**src/rtl/multiphase_clk_gen.sv**
```systemverilog
// Multi-phase clock generator: NUM_PHASES evenly spaced 50%-duty phases, each step DIV+1 clks,
// with glitch-free start/stop at period boundaries, a period sync pulse and status outputs.
module multiphase_clk_gen #(
  parameter int unsigned NUM_PHASES = 4,
  parameter int unsigned DIV_W      = 8,
  localparam int unsigned StepW     = (NUM_PHASES > 2) ? $clog2(NUM_PHASES) : 1
) (
  input  logic                  clk,
  input  logic                  rst,
  input  logic                  en,
  input  logic [DIV_W-1:0]      div,
  output logic [NUM_PHASES-1:0] phase_out,
  output logic                  sync,
  output logic                  busy,
  output logic [StepW-1:0]      cur_step
);

  localparam int unsigned K = NUM_PHASES / 2;
  localparam logic [StepW-1:0] LastStep = StepW'(NUM_PHASES - 1);
  localparam logic [StepW-1:0] KStep    = StepW'(K);
  localparam logic [StepW-1:0] KM1Step  = StepW'(K - 1);

  typedef enum logic [1:0] {StIdle, StRun, StDrain} state_e;

  state_e                  state_q, state_d;
  logic [StepW-1:0]        step_q, step_d;
  logic [DIV_W-1:0]        presc_q, presc_d;
  logic [DIV_W-1:0]        div_q, div_d;
  logic [NUM_PHASES-1:0]   phase_q, phase_d;
  logic                    sync_q, sync_d;
  logic [StepW-1:0]        step_nxt;
  logic [StepW-1:0]        fall_idx;

  always_comb begin
    step_nxt = (step_q == LastStep) ? '0 : step_q + StepW'(1);
    // Phase p falls on entry to step p+K, so the phase falling at step n is n-K mod 2K.
    fall_idx = (step_nxt >= KStep) ? step_nxt - KStep : step_nxt + KStep;
  end

  always_comb begin
    state_d = state_q;
    step_d  = step_q;
    presc_d = presc_q;
    div_d   = div_q;
    phase_d = phase_q;
    sync_d  = 1'b0;
    unique case (state_q)
      StIdle: begin
        if (en) begin
          state_d    = StRun;
          div_d      = div;
          presc_d    = '0;
          step_d     = '0;
          phase_d[0] = 1'b1;
          sync_d     = 1'b1;
        end
      end
      StRun, StDrain: begin
        if (presc_q == div_q) begin
          presc_d           = '0;
          step_d            = step_nxt;
          phase_d[fall_idx] = 1'b0;
          if (state_q == StRun) begin
            if (step_nxt == '0 && !en) begin
              state_d = StDrain;
            end else begin
              phase_d[step_nxt] = 1'b1;
              if (step_nxt == '0) begin
                div_d  = div;
                sync_d = 1'b1;
              end
            end
          end
          // Once step K-1 is entered in drain every phase has fallen.
          if (state_d == StDrain && step_nxt == KM1Step) begin
            state_d = StIdle;
            step_d  = '0;
          end
        end else begin
          presc_d = presc_q + DIV_W'(1);
        end
      end
      default: state_d = StIdle;
    endcase
  end

  always_ff @(posedge clk or posedge rst) begin
    if (rst) begin
      state_q <= StIdle;
      step_q  <= '0;
      presc_q <= '0;
      div_q   <= '0;
      phase_q <= '0;
      sync_q  <= 1'b0;
    end else begin
      state_q <= state_d;
      step_q  <= step_d;
      presc_q <= presc_d;
      div_q   <= div_d;
      phase_q <= phase_d;
      sync_q  <= sync_d;
    end
  end

  assign phase_out = phase_q;
  assign sync      = sync_q;
  assign busy      = (state_q != StIdle);
  assign cur_step  = step_q;

endmodule

```
**config.mk**
```make
export PLATFORM = sky130hd
export DESIGN_NAME = multiphase_clk_gen
export DESIGN_NICKNAME = d
export VERILOG_FILES = /design/src/rtl/multiphase_clk_gen.sv
export SDC_FILE = /design/constraint.sdc
export NUM_CORES = 1
export LEC_CHECK = 0
export ABC_AREA = 1
export BUFFER_PORTS_ARGS = -buffer_cell sky130_fd_sc_hd__buf_2
export CAP_MARGIN = 20
export CORE_MARGIN = 2
export CORE_UTILIZATION = 62
export DETAILED_ROUTE_END_ITERATION = 8
export PLACE_DENSITY = 0.83
export SYNTH_ARGS = -nofsm -noshare
export SYNTH_HDL_FRONTEND = slang
export SYNTH_SLANG_ARGS = --single-unit
```
**constraint.sdc**
```tcl
create_clock -name clk -period 2.95 [get_ports clk]
set_clock_uncertainty 0.05 [all_clocks]
set_input_delay 0.59 -clock clk [delete_from_list [all_inputs] [get_ports clk]]
set_output_delay 0.59 -clock clk [all_outputs]
set_load 0.01 [all_outputs]
```
==> metrics.csv, run 1 <==
metric;value;unit
outcome;completed;
final_cells;251;
ant_nets;0;
dp_cells;247;
combPwrFrac;53.9;%
grt_pass1_vias;1299;
reg2reg_depth;9;
clkPwrFrac;9.8;%
hold_path.class;input pin to async pin;
power;1.55;mW
cts_resized;0;
setup_violations;0;
drive_above_1_share;17.2;%
switching_power;0.763;mW
fp.dieH;54.8;um
grt_first_pass_wirelength;5840;um
fin_crit;2.22;ns
start_kind;flop;
fp.dieArea;3010;um^2
die_width;54.8;um
htree_levels;1;
synth_ff_type;dfrtp_1;
path_clk_slew;0.13;ns
hold_ws;0.405;ns
fin_crit_sh;75.1;%
syn_inst;202;
worst_pin_slew;0.926;ns
drt_iter0_markers;28;
grt_start_max_net_pins;26;
slew_headroom;38.2;%
sw_frac_of_total;49.4;%
synth_edf_count;0;
yosys-top-cells-area;dfrtp_1 39%, nand2_1 15%, ha_1 7.8%, inv_1 5.6%, nand4_1 4.7%;
setup_ws;0.735;ns
dp_hpwl;2760;um
required;3.12;ns
gp_congestion;0.901;
via_per_inst;5.66;
crit_path_max_fanout;11;
cts_root_buf;clkbuf_4;
synthMostInstantiatedCell;nand2_1;
cts_max_path_buffers;2;
slew_viol_final;0;
synthArstFlopShare;100;%
cts_setup_buffers;0;
yosysTopAreaCell;dfrtp_1;
grtUsageTotal;27.9;%
leakagePower;0.893;nW
portBuffers;18;
ctsHoldBuffers;0;
synth_fp_nets;223;
netlist_area;1600;um^2
ys_seq_area_share;39.0;%
p_int;0.782;mW
ios;19;
wl_per_cell;13.8;um
fp.coreArea;2450;um^2
synth.distinct_cells;28;
n_antenna_cell;0;
rows;18;
power_density;898;nW/um^2
firstDrtPassIters;4;
ys_warn_count;0;
yosys-top-cells-count;64 x nand2_1, 25 x dfrtp_1, 24 x inv_1;
cts_buffers;3;
synth_area_per_cell;7.93;um^2
ir_drop;0.667;mV
area.growth.synth_to_final;7.34;%
pre_cts_slack;0.762;ns
start_util;65.3;%
synth_seq_cells;25;
endpoint_kind;flop;
antenna_found_initial;0;
max_cap_violations;0;
cts_tree;done;
remaining_drc_errors;0;
synth.top_cell.area_share;39.0;%
max_freq;451;MHz
worstPathArrival;2.38;ns
nets;243;
hold_viol_final;0;
fin_setup_tns;0;ns
critPathKind;flop to flop;
num_vias;1420;
clk_latency;0.32;ns
cts_num_sinks;25;
finalWirelength;3460;um
rsz0062_at_grt;false;
seq_power_share;36.3;%
gr-total-overflow;0;
## cells in the final DEF, fill, tap and decap left out, types with 2 or more instances in the layout
cell type and count:
nand2_1 64, dfrtp_1 25, inv_1 24, buf_2 18
nand4_1 12, nor2_1 11, nand3_1 10, ha_1 10
o21ai_0 7, xnor2_1 5, inv_2 4, xor2_1 4
nand2_4 3, a21oi_1 3, o21ai_1 3, clkbuf_4 3
nor2_2 2, o21ai_2 2, o22ai_1 2
## per-layer routing
layer	GRT usage, %	vias up	wire length, um
met4	11.3	0	75
met3	4.10	8	238
met2	42.5	49	1650
li1	-	681	-
met1	39.5	682	1500
met5	0	-	0
## worst paths after layout
check,from,to,slack [ns]
worst max-delay path,state_q[0],presc_q[5],0.73
worst min-delay path,rst,div_q[2],0.40
worst max register to register,state_q[0],presc_q[5],0.73
worst min register to register,div_q[7],div_q[7],0.47
max in group asynchronous,rst,presc_q[2],1.88
min in group clk,div[5],div_q[5],0.46
## cells by family (layout without fill, tap and decap cells)
family                   after synthesis  count (layout)  synth area share, %
flip-flops                            25              25                 39.0
XOR/XNOR                               9               9                 4.92
AO/OA/AOI/OAI                         18              18                 6.40
buffers and inverters                 32              51                 9.21
AND/OR/NAND/NOR                      108             108                 32.6
adder cells (fa/ha/maj)               10              10                 7.81
## power groups by stage
stage | Sequential [mW] | Combinational, mW | Clock, mW
floorplan | 0.554 | 0.678 | 0
global placement | 0.557 | 0.790 | 0
detailed placement | 0.566 | 0.828 | 0
CTS | 0.559 | 0.829 | 0.154
global route | 0.577 | 0.949 | 0.170
finish | 0.561 | 0.833 | 0.152
## layout make-up
| cell class | instances | area (um^2) |
|---|---|---|
| inverter | 29 | 111 |
| sequential | 25 | 626 |
| tap | 30 | 37.5 |
| timing repair buffer | 18 | 90.1 |
| clock buffer | 4 | 26.3 |
| multi-input combinational | 145 | 830 |
| fill | 218 | 734 |
## critical path, cell delays in order (launching register included)
cell	delay (ns)
dfrtp_1	0.44
inv_1	0.06
ha_1	0.24
nand2_1	0.41
nand2_1	0.22
inv_2	0.20
nand2_1	0.12
nor2_1	0.14
xor2_1	0.16
nor2_1	0.07
## stage by stage
stage	cell area [um^2]	utilization, %
2_1_floorplan	1600	-
3_3_place_gp	1690	69.0
3_5_place_dp	1690	69.0
4_1_cts	1720	70.1
5_1_grt	1720	70.1
6_report	1720	70.1
Power figures use the tool's default switching activity.
==> run 2: changes to the inputs <==
- CORE_ASPECT_RATIO: not set -> 2
- CORE_UTILIZATION: 62 -> 57
- PLACE_DENSITY: 0.83 -> 0.77
- clock period: 2.95 -> 2.1 ns (I/O delays scaled with it)
==> metrics.csv, run 2 (synthesis results as in run 1) <==
metric;value;unit;change
ctsHoldBuffers;0;;unchanged
cts_buffers;3;;unchanged
die_width;41.5;um;was 54.8 um
cts_resized;0;;unchanged
grt_start_max_net_pins;26;;unchanged
antenna_found_initial;0;;unchanged
remaining_drc_errors;0;;unchanged
fp.coreArea;2700;um^2;was 2450 um^2
required;2.22;ns;was 3.12 ns
critPathKind;flop to flop;;unchanged
max_cap_violations;0;;unchanged
max_freq;546;MHz;was 451 MHz
worstPathArrival;1.95;ns;was 2.38 ns
grt_first_pass_wirelength;6100;um;was 5840 um
slew_viol_final;0;;unchanged
grtUsageTotal;24.1;%;was 27.9%
power_density;1300;nW/um^2;was 898 nW/um^2
hold_viol_final;0;;unchanged
start_util;59.3;%;was 65.3%
fin_setup_tns;0;ns;unchanged
dp_hpwl;2890;um;was 2760 um
n_antenna_cell;0;;unchanged
wl_per_cell;14.4;um;was 13.8 um
outcome;completed;;unchanged
cts_setup_buffers;0;;unchanged
grt_pass1_vias;1431;;was 1,299
num_vias;1382;;was 1,420
ios;19;;unchanged
path_clk_slew;0.09;ns;was 0.13 ns
drt_iter0_markers;27;;was 28
final_common_cell;nand2_1;;unchanged
cts_root_buf;clkbuf_8;;was clkbuf_4
n_fill_cell;247;;was 218
rows;27;;was 18
htree_levels;1;;unchanged
fin_crit;1.83;ns;was 2.22 ns
worst_pin_slew;0.477;ns;was 0.926 ns
nets;247;;was 243
fin_crit_sh;87.3;%;was 75.1%
gr-total-overflow;0;;unchanged
cts_tree;done;;unchanged
leakagePower;0.923;nW;was 0.893 nW
endpoint_kind;flop;;unchanged
firstDrtPassIters;4;;unchanged
final_cells;254;;was 251
fp.dieH;79.0;um;was 54.8 um
ant_nets;0;;unchanged
cts_max_path_buffers;2;;unchanged
hold_path.class;input pin to async pin;;unchanged
setup_violations;0;;unchanged
drive_above_1_share;19.1;%;was 17.2%
fp.dieArea;3280;um^2;was 3010 um^2
portBuffers;18;;unchanged
dp_cells;250;;was 247
slew_headroom;68.2;%;was 38.2%
rsz0062_at_grt;false;;unchanged
gp_congestion;0.905;;was 0.901
cts_num_sinks;25;;unchanged
finalWirelength;3660;um;was 3460 um
crit_path_max_fanout;9;;was 11
area.growth.synth_to_final;10.4;%;was 7.34%
via_per_inst;5.44;;was 5.66
layout_common_cells;64 x nand2_1, 25 x dfrtp_1, 24 x inv_1, 18 x buf_2, 12 x nand4_1;;unchanged
start_kind;flop;;unchanged
clk_latency;0.27;ns;was 0.32 ns
ir_drop;0.984;mV;was 0.667 mV
==> run 2: changes by cell type in the layout (fill, tap and decap cells not counted), sizes merged <==
| cell | change |
|---|---|
| buf | +4 |
| clkbuf | -1 |
| clkinv | +1 |
==> run 2: path summary, 6_finish.rpt <==
kind	startpoint	to	slack (ns)	cells after the start
max in group asynchronous	rst	state_q[1]	1.62	3
setup / recovery	state_q[0]	div_q[2]	0.27	7
hold / removal	rst	async pin	0.13	3
hold reg to reg	flop	flop	0.45	2
setup reg to reg	state_q[0]	div_q[2]	0.27	7
min in group clk	div[3]	div_q[3]	0.34	3
==> run 2: per-stage QoR <==
step	cell area, um^2	hold WS [ns]	total power, mW	utilization [%]	setup WS [ns]
2_1_floorplan	1600	0.397	1.73	-	0.421
3_3_place_gp	1720	0.427	1.96	63.7	0.404
5_1_grt	1770	0.176	2.50	65.5	0.119
4_1_cts	1770	0.145	2.31	65.5	0.279
6_report	1770	0.129	2.31	65.5	0.268
3_5_place_dp	1720	0.432	2.02	63.7	0.297
==> run 2: layout make-up <==
type / instances / area [um^2] / area share, %
Inverter: 29 / 111 / 6.29
Clock inverter: 1 / 5.00 / 0.283
Clock buffer: 3 / 41.3 / 2.33
Tap cell: 29 / 36.3 / 2.05
Multi-Input combinational cell: 145 / 830 / 46.9
Timing Repair Buffer: 22 / 120 / 6.79
Sequential cell: 25 / 626 / 35.4
==> run 2: routing by layer <==
layer / wire length (um) / up-vias / track usage, % / share of wire [%]
li1: - / 688 / - / -
met1: 1340 / 644 / 24.0 / 36
met2: 2040 / 33 / 45.2 / 56
met3: 84 / 17 / 2.27 / 2.3
met4: 199 / 0 / 16.1 / 5.4
met5: 0 / - / 0 / 0
==> run 2: power breakdown <==
group	switching, mW	internal [mW]	leakage (nW)
clock	0.158	0.133	0.0255
combinational	0.814	0.423	0.570
sequential	0.144	0.636	0.327
total	1.12	1.19	0.923
==> run 2: worst max-delay path: stages, from the launching register on <==
cell	delay (ns)
dfrtp_1	0.43
inv_1	0.07
ha_1	0.31
inv_1	0.11
o21ai_2	0.43
nand3_4	0.18
nand2_1	0.09
nand2_1	0.05
